$ cat config.mk
export PLATFORM = sky130hd
export DESIGN_NAME = snoopy_controller
export DESIGN_NICKNAME = d
export VERILOG_FILES = /design/src/rtl/commands_pkg.sv /design/src/rtl/states_pkg.sv /design/src/rtl/snoopy_controller_line_word_counter.sv /design/src/rtl/snoopy_controller.sv
export SDC_FILE = /design/constraint.sdc
export NUM_CORES = 1
export LEC_CHECK = 0
export ABC_AREA = 1
export CORE_MARGIN = 1.5
export CORE_UTILIZATION = 46
export DETAILED_ROUTE_END_ITERATION = 10
export HOLD_SLACK_MARGIN = 0.05
export PLACE_DENSITY = 0.85
export SYNTH_ARGS = -nofsm -noshare
export SYNTH_HDL_FRONTEND = slang
export SYNTH_HIERARCHICAL = 1
export SYNTH_SLANG_ARGS = --single-unit
$ cat constraint.sdc
create_clock -name clock -period 3.1 [get_ports clock]
set_input_delay 0.93 -clock clock [delete_from_list [all_inputs] [get_ports clock]]
set_output_delay 0.93 -clock clock [all_outputs]
set_load 0.1 [all_outputs]
$ cat src/rtl/commands_pkg.sv
//------------------------------------------------------------------------------
// Module : commands (package)
// Brief  : Bus command encoding shared by the lock and the snoop responders.
// Rev    : 1.0
//------------------------------------------------------------------------------
`default_nettype none

package commands;

    typedef enum logic [1:0] {
        NONE               = 2'd0,
        BUS_READ           = 2'd1,
        BUS_READ_EXCLUSIVE = 2'd2,
        BUS_INVALIDATE     = 2'd3
    } command_t;

endpackage

`default_nettype wire

$ cat src/rtl/states_pkg.sv
//------------------------------------------------------------------------------
// Module : states (package)
// Brief  : MSI line states and the snoop responder FSM encoding.
// Rev    : 1.0
//------------------------------------------------------------------------------
`default_nettype none

package states;

    typedef enum logic [1:0] {
        INVALID  = 2'd0,
        SHARED   = 2'd1,
        MODIFIED = 2'd2
    } msiState_t;

    localparam logic [1:0] ST_IDLE      = 2'd0;
    localparam logic [1:0] ST_READ_LINE = 2'd1;
    localparam logic [1:0] ST_UPDATE    = 2'd2;
    localparam logic [1:0] ST_ACK       = 2'd3;

endpackage

`default_nettype wire

$ cat src/rtl/snoopy_controller_line_word_counter.sv
//------------------------------------------------------------------------------
// Module : line_word_counter
// Brief  : Word index within a cache line, with clear and last-word flag.
// Rev    : 1.0
//------------------------------------------------------------------------------
`default_nettype none

module line_word_counter #(
    parameter int WIDTH = 4
) (
    input  logic             clock,
    input  logic             reset,
    input  logic             increment,
    input  logic             clear,
    output logic [WIDTH-1:0] count,
    output logic             lastWord
);

    logic [WIDTH-1:0] r_count;

    // Incrementing past the last word wraps naturally back to zero.
    always_ff @(posedge clock or posedge reset) begin
        if (reset) begin
            r_count <= '0;
        end else if (clear) begin
            r_count <= '0;
        end else if (increment) begin
            r_count <= r_count + 1'b1;
        end
    end

    assign count    = r_count;
    assign lastWord = &r_count;

endmodule

`default_nettype wire

$ cat src/rtl/snoopy_controller.sv
//------------------------------------------------------------------------------
// Module : snoopy_controller
// Brief  : MSI snoop responder: flushes modified lines, updates state, acks bus.
// Rev    : 1.0
//------------------------------------------------------------------------------
`default_nettype none

module snoopy_controller
    import commands::*;
    import states::*;
#(
    parameter int ADDRESS_WIDTH = 16,
    parameter int DATA_WIDTH    = 16,
    parameter int OFFSET_WIDTH  = 4
) (
    input  logic                     clock,
    input  logic                     reset,
    input  logic [1:0]               commandIn,
    input  logic [ADDRESS_WIDTH-1:0] snoopAddress,
    input  logic                     snoopyHit,
    input  logic [1:0]               lineState,
    output logic [ADDRESS_WIDTH-1:0] cacheAddress,
    output logic                     cacheReadEnabled,
    input  logic [DATA_WIDTH-1:0]    cacheDataIn,
    input  logic                     cacheFunctionComplete,
    output logic                     stateWriteEnabled,
    output logic [1:0]               stateOut,
    output logic [DATA_WIDTH-1:0]    busDataOut,
    output logic                     busDataValid,
    output logic                     busOwned,
    output logic                     isInvalidated,
    output logic                     busDone,
    output logic                     protocolError
);

    localparam logic [ADDRESS_WIDTH-1:0] c_lineMask =
        {{(ADDRESS_WIDTH-OFFSET_WIDTH){1'b1}}, {OFFSET_WIDTH{1'b0}}};

    logic [1:0]               r_state;
    command_t                 r_command;
    logic [ADDRESS_WIDTH-1:0] r_snoopAddress;
    msiState_t                r_target;
    logic                     r_flushed;
    logic                     r_gap;
    logic                     r_protocolError;
    logic [DATA_WIDTH-1:0]    r_busDataOut;
    logic                     r_busDataValid;

    logic [1:0]               w_acceptState;
    msiState_t                w_acceptTarget;
    logic                     w_acceptFlush;
    logic                     w_acceptError;
    logic [OFFSET_WIDTH-1:0]  w_wordIndex;
    logic                     w_lastWord;
    logic                     w_wordDone;

    // Routing decision for a newly presented command, from hit and line state.
    always_comb begin
        w_acceptState  = ST_ACK;
        w_acceptTarget = INVALID;
        w_acceptFlush  = 1'b0;
        w_acceptError  = 1'b0;
        if (snoopyHit && lineState == SHARED && commandIn != BUS_READ) begin
            w_acceptState = ST_UPDATE;
        end else if (snoopyHit && lineState == MODIFIED) begin
            case (commandIn)
                BUS_READ: begin
                    w_acceptState  = ST_READ_LINE;
                    w_acceptTarget = SHARED;
                    w_acceptFlush  = 1'b1;
                end
                BUS_READ_EXCLUSIVE: begin
                    w_acceptState  = ST_READ_LINE;
                    w_acceptFlush  = 1'b1;
                end
                BUS_INVALIDATE: begin
                    w_acceptState  = ST_UPDATE;
                    w_acceptError  = 1'b1;
                end
                default: ;
            endcase
        end
    end

    assign w_wordDone = (r_state == ST_READ_LINE) && !r_gap && cacheFunctionComplete;

    always_ff @(posedge clock or posedge reset) begin
        if (reset) begin
            r_state         <= ST_IDLE;
            r_command       <= NONE;
            r_snoopAddress  <= '0;
            r_target        <= INVALID;
            r_flushed       <= 1'b0;
            r_gap           <= 1'b0;
            r_protocolError <= 1'b0;
            r_busDataOut    <= '0;
            r_busDataValid  <= 1'b0;
        end else begin
            r_busDataValid <= 1'b0;
            case (r_state)
                ST_IDLE: begin
                    if (commandIn != NONE) begin
                        r_command      <= command_t'(commandIn);
                        r_snoopAddress <= snoopAddress;
                        r_target       <= w_acceptTarget;
                        r_flushed      <= w_acceptFlush;
                        r_gap          <= 1'b0;
                        r_state        <= w_acceptState;
                        if (w_acceptError) begin
                            r_protocolError <= 1'b1;
                        end
                    end
                end
                ST_READ_LINE: begin
                    // The read request drops for one cycle after every word.
                    if (r_gap) begin
                        r_gap <= 1'b0;
                    end else if (cacheFunctionComplete) begin
                        r_busDataOut   <= cacheDataIn;
                        r_busDataValid <= 1'b1;
                        r_gap          <= 1'b1;
                        if (w_lastWord) begin
                            r_state <= ST_UPDATE;
                        end
                    end
                end
                ST_UPDATE: begin
                    r_state <= ST_ACK;
                end
                ST_ACK: begin
                    if (commandIn == NONE) begin
                        r_state   <= ST_IDLE;
                        r_flushed <= 1'b0;
                    end
                end
                default: begin
                    r_state <= ST_IDLE;
                end
            endcase
        end
    end

    line_word_counter #(
        .WIDTH (OFFSET_WIDTH)
    ) u_wordCounter (
        .clock     (clock),
        .reset     (reset),
        .increment (w_wordDone),
        .clear     (r_state == ST_IDLE),
        .count     (w_wordIndex),
        .lastWord  (w_lastWord)
    );

    assign cacheReadEnabled  = (r_state == ST_READ_LINE) && !r_gap;
    assign cacheAddress      = (r_state == ST_READ_LINE)
                             ? ((r_snoopAddress & c_lineMask) | ADDRESS_WIDTH'(w_wordIndex))
                             : '0;
    assign stateWriteEnabled = (r_state == ST_UPDATE);
    assign stateOut          = (r_state == ST_UPDATE) ? r_target : INVALID;
    assign busDataOut        = r_busDataOut;
    assign busDataValid      = r_busDataValid;
    assign busOwned          = r_flushed && (r_state != ST_IDLE);
    assign busDone           = (r_state == ST_ACK);
    assign isInvalidated     = (r_state == ST_ACK) &&
                               (r_command == BUS_READ_EXCLUSIVE || r_command == BUS_INVALIDATE);
    assign protocolError     = r_protocolError;

endmodule

`default_nettype wire

==> impl_results.md, run 1 <==
* Worst path buffer plus inverter count at 4
* Synth-to-layout area growth at 50.9%
* Sink Count at 40
* Net count reported at finish at 388
* Type of the worst min-delay path: reg -> reg
* Syn Nets at 310
* Clock transition at the registers of the reported paths at around 80 ps
* DR WL/cell at 11.5 um
* Die Footprint at 4770 sq um
* Synth top area share at about half
* Synth area leaders: dfrtp_1 50%, nand2_1 24%, ha_1 6.9%
* Max incr delay on CP at 410 ps
* Reg2Reg Depth at 8
* CTS tree: yes
* CP max-delay cell: dfrtp_1
* Clock buffer depth at 2
* Critical path type: reg -> out
* Vias in the first global route at 1794
* Antenna diodes at 0
* Die H at roughly 69 um
* Global-route wire length before repair at 7.63 mm
* FF-to-FF End: r_gap
* # port buffers at 75
* Worst R2R Start: r_state[0]
* Fin. max-slew vios at 0
* Post-Synthesis Cells at ~260
* Flop2flop setup slack at 1440 ps
* Yosys top cell by area: dfrtp_1
* Critical path capture point type: primary output
* Core ar. at 4090 sq um
* Clock insertion delay at the later pin of the skew report at between 200 and 300 ps
* Period utilisation layout at 88.4%
* Multi-input gate area at ~810 sq um
* Status: finished clean
* Initial antenna violation count at 0
* DRT Pass-1 Iters at 4
* Period minus WS final at 2740 ps
* Setup TNS at 0 ps
* Dpl cells at 380
* Crit path max-delay family: buffers and inverters
* Hold endpoint: r_snoopAddress[6]
* Netlist cell types at 20
* Synthesis Warnings at 6
* Fill cells at roughly 300
* I/O pins at a little over 80
* Placed Area at 2910 sq um
* CP startpoint kind: flop
* Post-route DRC at 0
* Final setup violation count at 0
* Layout Skew at 4.00 ps
* Root buffer cell: clkbuf_8
* Register Area at 1000 sq um
* DR vias/cell at 4.63
* Total number of vias at 1796
* Register bit total from synthesis at 40
* Worst path required time at 2170 ps
* DP HPWL at 3.42 mm
* Ratio of cells with drive above 1 in the final layout at 17.8%
* Starting Density at 49.1%
* F_max at 0.365 GHz
* WHS at 474 ps
* Final Cell Area at 3030 sq um
* Largest net degree at the start of global routing at 37
* Critical path data arrival time at 1810 ps
* Hold buffer count at CTS at 0
* PostCTS Resize Cnt at 0
* Hold Fails Final Rpt at 0
* Horiz. Die Dim at 69.1 um
* Total gr overflow at 0
* First DRT Iteration DRCs at 117
* Max-cap violations at 0
* Avg Inst Size Synth at between 7 and 8 sq um
* Cell Chain, Critical Path: inv_1 > ha_1 > buf_4 > inv_1 > nor2_1 > buf_12
* Final Wtd Congestion at 0.779
* Depth of the worst hold-timing path at 2
* Seq/Total Area, Yosys at 49.9%
* Overall routing resource usage at about a fifth
* Final Non-Filler Cells at 388
* Hold Startpoint: r_snoopAddress[6]
* CP dominant cell by count: inv_1
* Routed wire length at 4.48 mm
* Core Rows at 23
* Synthesized area at 2010 sq um
* H-tree Lvls at 2
* Post-CTS Setup Bufs at 0
* DRT antenna net count at 0
* Max FO, Critical Path at 12
* TritonCTS buffer count at 5
* RSZ-0062 raised after global routing: no
synth_stat cells:
| library cell | n |
|---|---|
| a31o_2 | 1 |
| buf_4 | 3 |
| buf_6 | 1 |
| conb_1 | 1 |
| nand3_1 | 7 |
| nand3_2 | 1 |
| and3_1 | 2 |
| nor2_4 | 2 |
| nand2_1 | 127 |
| nand4_1 | 2 |
| ha_1 | 11 |
| o211a_1 | 1 |
| a21oi_1 | 4 |
| buf_2 | 3 |
| o21ai_0 | 5 |
| nor2_2 | 1 |
| nor2_1 | 9 |
| inv_1 | 34 |
| dfrtp_1 | 40 |
| inv_2 | 4 |
through the flow:
step	util [%]	setup WS, ps
6_report	74.1	360
5_1_grt	74.1	235
4_1_cts	74.1	331
3_5_place_dp	71.1	638
3_3_place_gp	71.1	689
2_1_floorplan	-	95.3
logic make-up (layout without fill, tap and decap cells):
family          Yosys count  after routing  synth area share, %
buf+inv                  45            124                 9.54
flops                    40             40                 49.9
simple gates            151            151                 30.4
other cells               1              1                0.187
fa+ha+maj                11             11                 6.86
compound gates           11             11                 3.18
layout by cell type, fill, tap and decap left out, types with 2 or more instances in the layout:
master	Yosys	layout
nand4_1	2	2
clkdlybuf4s50_1	0	35
and3_1	2	2
buf_4	3	26
nand2_1	127	127
nor2_1	9	9
inv_1	34	34
inv_2	4	4
ha_1	11	11
buf_12	0	17
a21oi_1	4	4
dfrtp_1	40	40
nand3_1	7	7
o21ai_0	5	5
nor2_4	2	2
clkbuf_8	0	6
cell type report:
type                            instances  share of cell area, %
Multi-Input combinational cell        174                   26.9
Clock buffer                            6                   2.73
Sequential cell                        40                   33.1
Clock inverter                          2                   1.28
Timing Repair Buffer                   78                   29.3
Tap cell                               50                   2.07
Inverter                               38                   4.71
state kept, by name, summed over array words and instances (netlist names):
name and count:
busDataOut 16, busDataValid 1, protocolError 1, r_command 1, r_flushed 1, r_gap 1
r_snoopAddress 12, r_state 2, r_target 1, u_wordCounter/count 4
worst reg2reg max path: stages (launching register included):
cell and delay (ps):
dfrtp_1 420, inv_1 90, ha_1 320, inv_2 150, nor2_4 40, inv_2 200
o21ai_0 160, nand2_1 80, o21ai_0 80
worst max-delay path by stage:
stage	slack, ps	end	startpoint	depth (start not counted)
floorplan	100	cacheReadEnabled	r_state[1]	5
global placement	690	r_gap	commandIn[1]	8
detailed placement	640	r_gap	commandIn[1]	8
CTS	330	cacheReadEnabled	r_state[1]	6
global route	230	cacheReadEnabled	r_state[1]	6
finish	360	cacheReadEnabled	r_state[1]	6
layer usage:
layer	GRT usage (%)	up-vias	wire length [um]
li1	-	919	-
met1	22.2	810	1810
met2	35.6	62	2360
met3	4.68	5	267
met4	6.97	0	44
met5	0	-	0
Power of run 1 is not shown: default switching activity piles up to over one toggle a cycle in this logic, so the estimate is an artifact.
==> run 2, diff against run 1 <==
SETUP_SLACK_MARGIN = 0.4   (was unset)
==> impl_results.md, run 2 (same netlist as run 1, synthesis figures left out) <==
* Hold buffer count at CTS at 0 (unchanged)
* Type of the worst min-delay path: reg -> reg
* DR vias/cell at 4.69 (+1.3%)
* Initial antenna violation count at 0 (unchanged)
* I/O pins at 81 (unchanged)
* CP startpoint kind: flop
* Final Non-Filler Cells at 387 (-0.26%)
* FF-to-FF End: r_gap
* Total number of vias at 1815 (+1.1%)
* GRT met3 Usage at 4.39% (-0.29 points)
* Worst path required time at 2170 ps (about the same)
* # port buffers at 75 (unchanged)
* Global-route wire length before repair at 8.05 mm (+5.5%)
* Met2 Track Usage GR at 37.1% (+1.5 points)
* Overall routing resource usage at 21.0% (+1.4 points)
* Critical path type: reg -> out
* RSZ-0062 raised after global routing: no
* Max reg flops at 16 (unchanged)
* Net count reported at finish at 387 (-0.26%)
* Die Footprint at 4770 sq um (unchanged)
* Setup TNS at 0 ps (unchanged)
* Root buffer cell: clkbuf_8
* Most used routing layer: met2
* Ratio of cells with drive above 1 in the final layout at 19.0% (+1.2 points)
* Core ar. at 4090 sq um (unchanged)
* Crit. Startpoint: r_state[0]
* DRT antenna net count at 0 (unchanged)
* Max FO, Critical Path at 9 (-3)
* First DRT Iteration DRCs at 95 (-19%)
* Final Cell Area at 3020 sq um (-0.29%)
* Critical path data arrival time at 1630 ps (-180 ps)
* Period minus WS final at 2560 ps (-182 ps)
* Hold Fails Final Rpt at 0 (unchanged)
* Hold Startpoint: r_snoopAddress[13]
* CTS tree: yes
* Total gr overflow at 0 (unchanged)
* Flop2flop setup slack at 1360 ps (-80 ps)
* Dpl cells at 379 (-0.26%)
* Fin. max-slew vios at 0 (unchanged)
* Max-cap violations at 0 (unchanged)
* WHS at 477 ps (+3.31 ps)
* Final Wtd Congestion at 0.764 (-1.9%)
* Starting Density at 49.1% (unchanged)
* Hold endpoint: r_snoopAddress[13]
* F_max at 0.391 GHz (+7.1%)
* Clock buffer depth at 2 (unchanged)
* Final setup violation count at 0 (unchanged)
* Layout Skew at 6.19 ps (+2.19 ps)
* Vias in the first global route at 1827 (+1.8%)
* Horiz. Die Dim at 69.1 um (unchanged)
* Period utilisation layout at 82.5% (-5.9 points)
* Worst R2R Start: r_state[0]
* Global-route track usage on met1 at 24.7% (+2.4 points)
* Clock transition at the registers of the reported paths at 70 ps (about the same)
* Critical path capture point type: primary output
* H-tree Lvls at 2 (unchanged)
* DP HPWL at 3.42 mm (about the same)
* Commonest non-fill, non-tap cell in the layout: nand2_1
* Clock insertion delay at the later pin of the skew report at 290 ps (about the same)
* Synth-to-layout area growth at 50.4%
* Status: finished clean
* Depth of the worst hold-timing path at 2 (unchanged)
* DR WL/cell at 11.9 um (+2.7%)
* Routed wire length at 4.59 mm (+2.5%)
* Post-route DRC at 0 (unchanged)
* Largest net degree at the start of global routing at 37 (unchanged)
* Reg2Reg Depth at 8 (unchanged)
* DRT Pass-1 Iters at 4 (unchanged)
* Most frequent cells in the layout: 127 x nand2_1, 40 x dfrtp_1, 35 x clkdlybuf4s50_1
* Core Rows at 23 (unchanged)
* Die H at 69.1 um (unchanged)
* TritonCTS buffer count at 5 (unchanged)
* Placed Area at 2910 sq um (about the same)
* Antenna diodes at 0 (unchanged)
* Sink Count at 40 (unchanged)
-- run 2: worst max path at each step --
| stage | endpoint | slack (ps) | cells past startpoint |
|---|---|---|---|
| after floorplan | stateOut[0] | 450 | 4 |
| after global placement | cacheReadEnabled | 650 | 5 |
| after detailed placement | cacheReadEnabled | 630 | 5 |
| after CTS | cacheReadEnabled | 500 | 5 |
| after global routing | busOwned | 420 | 4 |
| final | busOwned | 540 | 4 |
-- run 2: critical path: stages (launching register included) --
cell     delay, ps
dfrtp_1        460
inv_1          100
ha_1           340
nor2_2         150
buf_4          290
-- run 2: timing repair --
action                     CTS  global route
gates resized for setup      1             1
buffers inserted             0             0
setup endpoints to repair   17             2
-- run 2: per-layer routing --
metal / vias up / wire length, um
met5: - / 0
met3: 7 / 292
li1: 915 / -
met4: 0 / 59
met1: 826 / 1890
met2: 67 / 2340
-- run 2: cell type report --
class,count,area (sq um)
fillers,300,1070
flip-flops and latches,40,1000
repair buffers,77,878
multi-input cells,174,837
inverters,38,143
clock buffers,6,82.6
well taps,50,62.6
clock inverters,2,15.0
-- run 2: stage by stage --
step                      util, %  setup WS (ps)
after detailed placement     71.2            630
after global placement       71.2            645
after global routing         73.9            417
final                        73.9            542
after floorplan                 -            450
after CTS                    73.6            504
Power of run 2 is left out for the same reason.
==> run 3, diff against run 2 <==
CORE_UTILIZATION = 43   (was 46)
PLACE_DENSITY = 0.8   (was 0.85)
clock period = 2.4 ns   (was 3.1 ns; I/O delays follow)
==> impl_results.md, run 3 (same netlist as run 1, synthesis figures left out) <==
* Period utilisation layout at 91.1%
* Layout Skew at 6.91 ps (+0.714 ps)
* Overall routing resource usage at 21.4% (+0.43 points)
* Fin. max-slew vios at 0 (unchanged)
* I/O pins at 81 (unchanged)
* Initial antenna violation count at 0 (unchanged)
* Critical path type: reg -> out
* Net count reported at finish at 403 (+4.1%)
* RSZ-0062 raised after global routing: yes
* Reg2Reg Depth at 11 (+3)
* CTS tree: yes
* Worst path buffer plus inverter count at 4 (+2)
* H-tree Lvls at 2 (unchanged)
* Clock insertion delay at the later pin of the skew report at 290 ps (about the same)
* Max-cap violations at 0 (unchanged)
* Starting Density at 45.5% (-3.6 points)
* Vias in the first global route at 1997 (+9.3%)
* Type of the worst min-delay path: reg -> reg
* Die Footprint at 5090 sq um (+6.7%)
* Critical path data arrival time at 1470 ps (-160 ps)
* Final setup violation count at 0 (unchanged)
* Post-route DRC at 0 (unchanged)
* Core Rows at 24 (+4.3%)
* CP dominant cell by count: buf_12
* Commonest non-fill, non-tap cell in the layout: nand2_1
* Ratio of cells with drive above 1 in the final layout at 34.8% (+16 points)
* Global-route wire length before repair at 8.71 mm (+8.2%)
* Horiz. Die Dim at 71.3 um (+3.3%)
* Crit path capture: cacheAddress[7]
* Sink Count at 40 (unchanged)
* Final Wtd Congestion at 0.816 (+6.9%)
* Period minus WS final at roughly 2200 ps
* # port buffers at 75 (unchanged)
* FF-to-FF End: r_gap
* TritonCTS buffer count at 5 (unchanged)
* Max reg flops at 16 (unchanged)
* Final Cell Area at 3510 sq um (+16%)
* Status: finished clean
* Worst path required time at 1680 ps (-490 ps)
* F_max at 0.457 GHz
* Crit. Startpoint: r_state[1]
* Critical path depth at 6 (+2)
* Routed wire length at 5.19 mm (+13%)
* First DRT Iteration DRCs at 119 (+25%)
* Setup TNS at 0 ps (unchanged)
* DR vias/cell at 4.82 (+2.8%)
* Core ar. at 4410 sq um (+8.0%)
* CP startpoint kind: flop
* Root buffer cell: clkbuf_8
* Max incr delay on CP at 440 ps (-20 ps)
* Worst R2R Start: r_state[1]
* CP max-delay cell: dfrtp_2
* Clock transition at the registers of the reported paths at 80 ps (about the same)
* Largest net degree at the start of global routing at 37 (unchanged)
* Hold buffer count at CTS at 0 (unchanged)
* Critical path capture point type: primary output
* Die H at 71.3 um (+3.3%)
* DP HPWL at 3.60 mm (+5.4%)
* Cell Chain, Critical Path: inv_4 > ha_4 > buf_12 > nand2_4 > clkinvlp_4 > buf_12
* Total number of vias at 1952 (+7.5%)
* DR WL/cell at 12.8 um (+8.1%)
* Synth-to-layout area growth at 74.8%
* Antenna diodes at 0 (unchanged)
* DRT Pass-1 Iters at 4 (unchanged)
* Total gr overflow at 0 (unchanged)
* Placed Area at 3180 sq um (+9.3%)
* Flop2flop setup slack at 630 ps (-730 ps)
* Clock buffer depth at 2 (unchanged)
* Crit path max-delay family: buffers and inverters
* Hold Fails Final Rpt at 0 (unchanged)
* Most frequent cells in the layout: 109 x nand2_1, 38 x dfrtp_1, 34 x clkdlybuf4s50_1
* Max FO, Critical Path at 7 (-2)
* DRT antenna net count at 0 (unchanged)
-- run 3: cell types whose count changed in the layout (fill, tap and decap cells not counted), moves of 3 or more --
cell / before / now
inv_1: 34 / 13
nand2_4: 0 / 15
nand2_2: 0 / 3
buf_4: 25 / 32
buf_12: 17 / 24
nand2_1: 127 / 109
clkinvlp_4: 2 / 18
ha_4: 1 / 4
-- run 3: how the worst min path moves through the flow --
stage / endpoint / cells past startpoint / slack (ps) / startpoint
2_1_floorplan: r_snoopAddress[4] / 2 / 440 / r_snoopAddress[4]
4_1_cts: r_snoopAddress[8] / 2 / 480 / r_snoopAddress[8]
6_report: protocolError / 1 / 480 / protocolError
3_3_place_gp: r_snoopAddress[9] / 2 / 450 / r_snoopAddress[9]
5_1_grt: protocolError / 1 / 500 / protocolError
3_5_place_dp: r_snoopAddress[8] / 2 / 460 / r_snoopAddress[8]
-- run 3: through the flow --
stage	cells	util, %	hold slack, ps	setup slack [ps]
after floorplan	259	-	442	281
after global placement	383	72.1	453	189
after detailed placement	383	72.1	459	139
after CTS	403	78.8	480	226
after global routing	405	79.5	500	158
final	405	79.5	478	214
-- run 3: worst reg2reg max path, stage by stage (launching register included) --
cell	delay, ps
dfrtp_2	410
inv_4	60
buf_4	130
buf_6	120
ha_4	160
buf_4	160
inv_2	100
nor2_4	50
inv_4	140
o21ai_0	150
nand2_1	100
o21ai_0	80
-- run 3: timing repair --
action | in CTS | in global routing
setup buffers | 12 | 2
hold endpoints to repair | 0 | 0
cloned | 0 | 0
pin swaps | 8 | 1
setup endpoints to repair | 20 | 26
gates resized for setup | 20 | 8
-- run 3: area by class of cell --
| class | count | area, sq um |
|---|---|---|
| clock buffer | 6 | 82.6 |
| sequential | 40 | 1000 |
| inverter | 38 | 220 |
| fill | 277 | 906 |
| multi-input combinational | 174 | 1000 |
| clock inverter | 2 | 38.8 |
| tap | 52 | 65.1 |
| timing repair buffer | 93 | 1100 |
-- run 3: routing by layer --
| metal | share of wire (%) | GRT usage (%) | up-vias |
|---|---|---|---|
| li1 | - | - | 955 |
| met1 | 41 | 26.8 | 929 |
| met2 | 54 | 38.2 | 61 |
| met3 | 3.1 | 3.52 | 7 |
| met4 | 1.4 | 6.08 | 0 |
| met5 | 0 | 0 | - |
Power of run 3 is left out for the same reason.
